`src/rtl/cska_pipe.sv`:
```
// Pipelined carry-skip adder/subtractor; each stage resolves BPS ripple blocks with skip muxes.
// Latency: L = ceil((WIDTH/BLK)/BPS) cycles from accept to out_valid; one op per cycle.
// Backpressure: elastic and bubble-collapsing; out_ready reaches in_ready combinationally.
module cska_pipe #(
    parameter int WIDTH = 32,
    parameter int BLK   = 4,
    parameter int BPS   = 2
) (
    input  logic             clk,
    input  logic             rst_n,
    input  logic             in_valid,
    output logic             in_ready,
    input  logic [WIDTH-1:0] a,
    input  logic [WIDTH-1:0] b,
    input  logic             cin,
    input  logic             sub,
    output logic             out_valid,
    input  logic             out_ready,
    output logic [WIDTH-1:0] sum,
    output logic             cout,
    output logic             ovf
);
    localparam int NBLK = WIDTH / BLK;
    localparam int L    = (NBLK + BPS - 1) / BPS;
    localparam int LR   = (L > 1) ? L - 1 : 1;

    if (BLK < 2) begin : g_bad_blk
        $error("cska_pipe: BLK must be >= 2");
    end
    if (WIDTH % BLK != 0) begin : g_bad_width
        $error("cska_pipe: WIDTH must be a multiple of BLK");
    end
    if (BPS < 1) begin : g_bad_bps
        $error("cska_pipe: BPS must be >= 1");
    end

    // Stage inputs: operands, partial sum and carry entering the combinational slice of stage k.
    logic [WIDTH-1:0] st_a  [L];
    logic [WIDTH-1:0] st_b  [L];
    logic [WIDTH-1:0] st_s  [L];
    logic [L-1:0]     st_c;
    logic [L-1:0]     st_v;

    // Register outputs of each stage.
    logic [WIDTH-1:0] opa_q [LR];
    logic [WIDTH-1:0] opb_q [LR];
    logic [WIDTH-1:0] sum_q [L];
    logic [L-1:0]     c_q;
    logic [L-1:0]     v_q;
    logic [L-1:0]     en;
    logic             ovf_q;

    for (genvar k = 0; k < L; k++) begin : g_stage
        localparam int LO = k * BPS;
        localparam int HI = ((k + 1) * BPS < NBLK) ? (k + 1) * BPS : NBLK;

        logic [WIDTH-1:0] ns;
        logic             nc;
        logic             rc;
        logic             pb;
        logic             bp;
        int               idx;
        logic [WIDTH-1:0] s_r;
        logic             c_r;
        logic             v_r;

        if (k == 0) begin : g_head
            assign st_a[k] = a;
            assign st_b[k] = sub ? ~b : b;
            assign st_s[k] = '0;
            assign st_c[k] = sub | cin;
            assign st_v[k] = in_valid;
        end else begin : g_body
            assign st_a[k] = opa_q[k-1];
            assign st_b[k] = opb_q[k-1];
            assign st_s[k] = sum_q[k-1];
            assign st_c[k] = c_q[k-1];
            assign st_v[k] = v_q[k-1];
        end

        always_comb begin
            ns  = st_s[k];
            nc  = st_c[k];
            rc  = 1'b0;
            pb  = 1'b0;
            bp  = 1'b0;
            idx = 0;
            for (int j = LO; j < HI; j++) begin
                rc = nc;
                bp = 1'b1;
                for (int t = 0; t < BLK; t++) begin
                    idx     = j * BLK + t;
                    pb      = st_a[k][idx] ^ st_b[k][idx];
                    ns[idx] = pb ^ rc;
                    rc      = (st_a[k][idx] & st_b[k][idx]) | (pb & rc);
                    bp      = bp & pb;
                end
                // A fully propagating block forwards its carry-in without waiting on the ripple.
                nc = bp ? nc : rc;
            end
        end

        // Stage k may load when every stage from k to the output is either empty or draining.
        assign en[k] = out_ready || !(&v_q[L-1:k]);

        always_ff @(posedge clk or negedge rst_n) begin
            if (!rst_n) begin
                v_r <= 1'b0;
                c_r <= 1'b0;
                s_r <= '0;
            end else if (en[k]) begin
                v_r <= st_v[k];
                if (st_v[k]) begin
                    s_r <= ns;
                    c_r <= nc;
                end
            end
        end

        assign v_q[k]   = v_r;
        assign c_q[k]   = c_r;
        assign sum_q[k] = s_r;

        if (k < L - 1) begin : g_ops
            logic [WIDTH-1:0] a_r;
            logic [WIDTH-1:0] b_r;

            always_ff @(posedge clk or negedge rst_n) begin
                if (!rst_n) begin
                    a_r <= '0;
                    b_r <= '0;
                end else if (en[k] && st_v[k]) begin
                    a_r <= st_a[k];
                    b_r <= st_b[k];
                end
            end

            assign opa_q[k] = a_r;
            assign opb_q[k] = b_r;
        end else begin : g_tail
            logic o_r;

            // Carry into the MSB is recovered from the MSB sum bit and its operand bits.
            always_ff @(posedge clk or negedge rst_n) begin
                if (!rst_n) begin
                    o_r <= 1'b0;
                end else if (en[k] && st_v[k]) begin
                    o_r <= nc ^ (ns[WIDTH-1] ^ st_a[k][WIDTH-1] ^ st_b[k][WIDTH-1]);
                end
            end

            assign ovf_q = o_r;
        end
    end

    assign in_ready  = en[0];
    assign out_valid = v_q[L-1];
    assign sum       = sum_q[L-1];
    assign cout      = c_q[L-1];
    assign ovf       = ovf_q;

endmodule

```
`config.mk`:
```
export PLATFORM = sky130hd
export DESIGN_NAME = cska_pipe
export DESIGN_NICKNAME = d
export VERILOG_FILES = /design/src/rtl/cska_pipe.sv
export SDC_FILE = /design/constraint.sdc
export NUM_CORES = 1
export LEC_CHECK = 0
export BUFFER_PORTS_ARGS = -buffer_cell sky130_fd_sc_hd__buf_4
export CAP_MARGIN = 30
export CELL_PAD_IN_SITES_DETAIL_PLACEMENT = 0
export CELL_PAD_IN_SITES_GLOBAL_PLACEMENT = 1
export CORE_MARGIN = 8
export CORE_UTILIZATION = 45
export DETAILED_ROUTE_END_ITERATION = 8
export PLACE_DENSITY_LB_ADDON = 0.1
export SKIP_CTS_REPAIR_TIMING = 1
export SLEW_MARGIN = 20
export SYNTH_ARGS = -nofsm -noshare
export SYNTH_HDL_FRONTEND = slang
export SYNTH_SLANG_ARGS = --single-unit
```
`constraint.sdc`:
```
create_clock -name clk -period 13.8 [get_ports clk]
set_clock_uncertainty 0.05 [all_clocks]
set_input_delay 1.38 -clock clk [delete_from_list [all_inputs] [get_ports clk]]
set_output_delay 1.38 -clock clk [all_outputs]
set_load 0.1 [all_outputs]
```
==> results.sh <==
export IMPL_outcome="finished clean"
export IMPL_r2r_cells=16
export IMPL_cellLeakagePower_nw=4.72
export IMPL_tightest_slew_ns=0.912
export IMPL_drv_cap=0
export IMPL_cts_buffers_inserted=17
export IMPL_top_layer="met4"
export IMPL_wl_met2_mm=8.01
export IMPL_netlist_area_mm2=0.00856
export IMPL_layout_setup_ws_ns=8.04
export IMPL_vias_per_cell=4.90
export IMPL_hold_viol=0
export IMPL_drv_slew=0
export IMPL_drtPass1Iterations=4
export IMPL_cp_max_fo=33
export IMPL_syn_nets=743
export IMPL_gp_congestion=0.774
export IMPL_post_route_drc_count=0
export IMPL_cts_tree="done"
export IMPL_grt_pass1_wl_mm=27.8
export IMPL_relSlewSlack=0.392
export IMPL_num_fill_cells=1592
export IMPL_cp_arrival_ns=6.02
export IMPL_wl_met3_um=588
export IMPL_root_buffer="clkbuf_16"
export IMPL_holdPathStages=2
export IMPL_period_needed_ns=5.76
export IMPL_rows=50
export IMPL_pre_cts_ws_ns=7.58
export IMPL_end_kind="flop"
export IMPL_htreeDepth=4
export IMPL_yosysSeqAreaShare=0.541
export IMPL_routed_wl_mm=16.4
export IMPL_antenna_found_initial=0
export IMPL_routedWlPerCell_um=17.1
export IMPL_clk_latency_ns=0.43
export IMPL_startpoint_type="input port"
export IMPL_num_vias=4707
export IMPL_drive_above_1_share=0.394
export IMPL_ir_worst_vdd_v=0.000110
export IMPL_gr_usage_all_layers=0.150
export IMPL_grt_remaining_overflow=0
export IMPL_clkTransAtPathRegs_ns=0.06
export IMPL_antenna_cells=0
export IMPL_timing_fmax_mhz=174
export IMPL_multi_input_area_mm2=0.00361
export IMPL_die_w_um=154
export IMPL_area_growth_pct=18.5
export IMPL_port_buffers=105
export IMPL_start_util=0.458
export IMPL_rsz0062_at_grt="false"
export IMPL_cp_data_required_time_ns=14.06
export IMPL_grt_max_degree=89
export IMPL_core_area_mm2=0.0187
export IMPL_synthCells=609
export IMPL_p_per_area_mw_per_mm2=227
export IMPL_ys_ff_latch=185
export IMPL_grt_pass1_vias=5188
export IMPL_finalSetupTns_ns=0
export IMPL_holdCritPathClass="reg -> reg"
export IMPL_synth_avg_cell_area_um2=14.1
export IMPL_post_dp_hpwl_mm=11.4
export IMPL_drt_met1_wl_mm=7.55
export IMPL_die_area_mm2=0.0237
export IMPL_synth_cell_types=30
export IMPL_layout_area_seq_mm2=0.00463
export IMPL_critPathKind="in -> reg"
export IMPL_ios=106
export IMPL_fin_crit_sh=0.417
export IMPL_cts_max_path_buffers=2
export IMPL_setup_viol=0
export IMPL_drt_iter0_drc=117
export IMPL_fin_nets=848
export IMPL_clock_sinks=185
export IMPL_chipHeight_um=154
export IMPL_drtAntennaViolNets=0
export IMPL_ys_warnings_count=0
power by group:
part           total (mW)  switching, mW  internal, mW
clock network       0.488          0.198         0.289
registers           0.864          0.129         0.735
logic               0.949          0.603         0.345
total                2.30          0.930          1.37
kinds of logic after synthesis:
family,count (synthesis),share of synthesized area
buf+inv,64,0.0376
mux,139,0.192
fa+ha+maj,64,0.122
simple gates,67,0.0361
flops,185,0.541
compound gates,56,0.0378
xor+xnor,34,0.0348
placed cells by master (no fill, tap or decap), types with 3 or more instances in the layout:
cell type | synthesis | final
a21oi_1 | 4 | 4
buf_4 | 7 | 109
clkbuf_16 | 0 | 17
clkbuf_8 | 0 | 5
clkinv_2 | 0 | 3
dfrtp_1 | 185 | 185
fa_1 | 32 | 32
ha_1 | 32 | 32
inv_1 | 38 | 38
mux2_2 | 119 | 119
mux2_4 | 20 | 20
nand2_1 | 48 | 48
nand4_1 | 8 | 8
nor2_1 | 4 | 4
o21ai_0 | 41 | 41
o21ai_1 | 3 | 3
xnor2_1 | 24 | 24
xor2_1 | 10 | 10
critical path: stages:
cell    delay [ns]
buf_4         0.47
xor2_1        0.24
inv_1         0.08
fa_1          0.39
fa_1          0.42
fa_1          0.43
fa_1          0.39
mux2_2        0.30
fa_1          0.39
fa_1          0.40
fa_1          0.37
inv_1         0.08
fa_1          0.39
mux2_2        0.26
synth_stat cells:
cell,n,area share
xnor2_1,24,0.025
buf_4,7,0.0061
dfrtp_1,185,0.54
and2_4,1,0.0010
fa_1,32,0.075
nand4_1,8,0.0058
buf_6,6,0.0079
a21o_1,1,0.00088
mux2_4,20,0.035
o21ai_1,3,0.0018
nand2b_1,2,0.0015
a211oi_1,2,0.0018
inv_1,38,0.017
o211ai_1,1,0.00088
nor2b_1,1,0.00073
buf_2,8,0.0047
o21ai_0,41,0.024
o211a_1,1,0.0012
clkbuf_1,5,0.0022
ha_1,32,0.047
nor2_1,4,0.0018
mux2_2,119,0.16
a21oi_1,4,0.0023
nand2_1,48,0.021
or2_2,1,0.00073
o21ai_4,2,0.0038
nand4b_4,1,0.0028
nand2_2,1,0.00073
xor2_1,10,0.010
o2111a_1,1,0.0013
routing by layer:
layer  up-vias  GRT usage
met1      2376      0.192
met5         -          0
li1       2240          -
met2        72      0.242
met3        19     0.0373
met4         0     0.0532
sequential cells by signal, summed over array words and instances, names as in the netlist:
name / count
cout: 1
g_stage.c_r: 3
g_stage.g_ops.a_r: 48
g_stage.g_ops.b_r: 48
g_stage.s_r: 48
g_stage.v_r: 3
out_valid: 1
ovf: 1
sum: 32
final cells by class:
cell class	instances	share of cell area
clock inverter	7	0.00888
inverter	38	0.0141
clock buffer	24	0.0495
timing repair buffer	112	0.0864
multi-input combinational	360	0.356
sequential	185	0.456
tap	234	0.0289
per-stage QoR:
stage | hold WS [ns] | util | instance area, µm² | power [mW] | cells
after floorplan | 0.394 | - | 8560 | 1.59 | 609
after global placement | 0.408 | 0.508 | 9510 | 1.81 | 927
after detailed placement | 0.421 | 0.508 | 9510 | 1.84 | 927
after CTS | 0.435 | 0.540 | 10100 | 2.33 | 958
after global routing | 0.458 | 0.542 | 10100 | 2.45 | 960
final | 0.427 | 0.542 | 10100 | 2.30 | 960
worst paths after layout:
path | from | end | slack, ns
max | sub | g_stage[0].s_r[7] | 8.04
min in group asynchronous | rst_n | cout | 0.89
max in group asynchronous | rst_n | g_stage[1].s_r[6] | 11.65
min reg2reg | g_stage[0].s_r[6] | g_stage[0].s_r[6] | 0.43
max reg2reg | g_stage[2].c_r | ovf | 9.24
min | g_stage[0].s_r[6] | g_stage[0].s_r[6] | 0.43
Power figures use the tool's default switching activity.
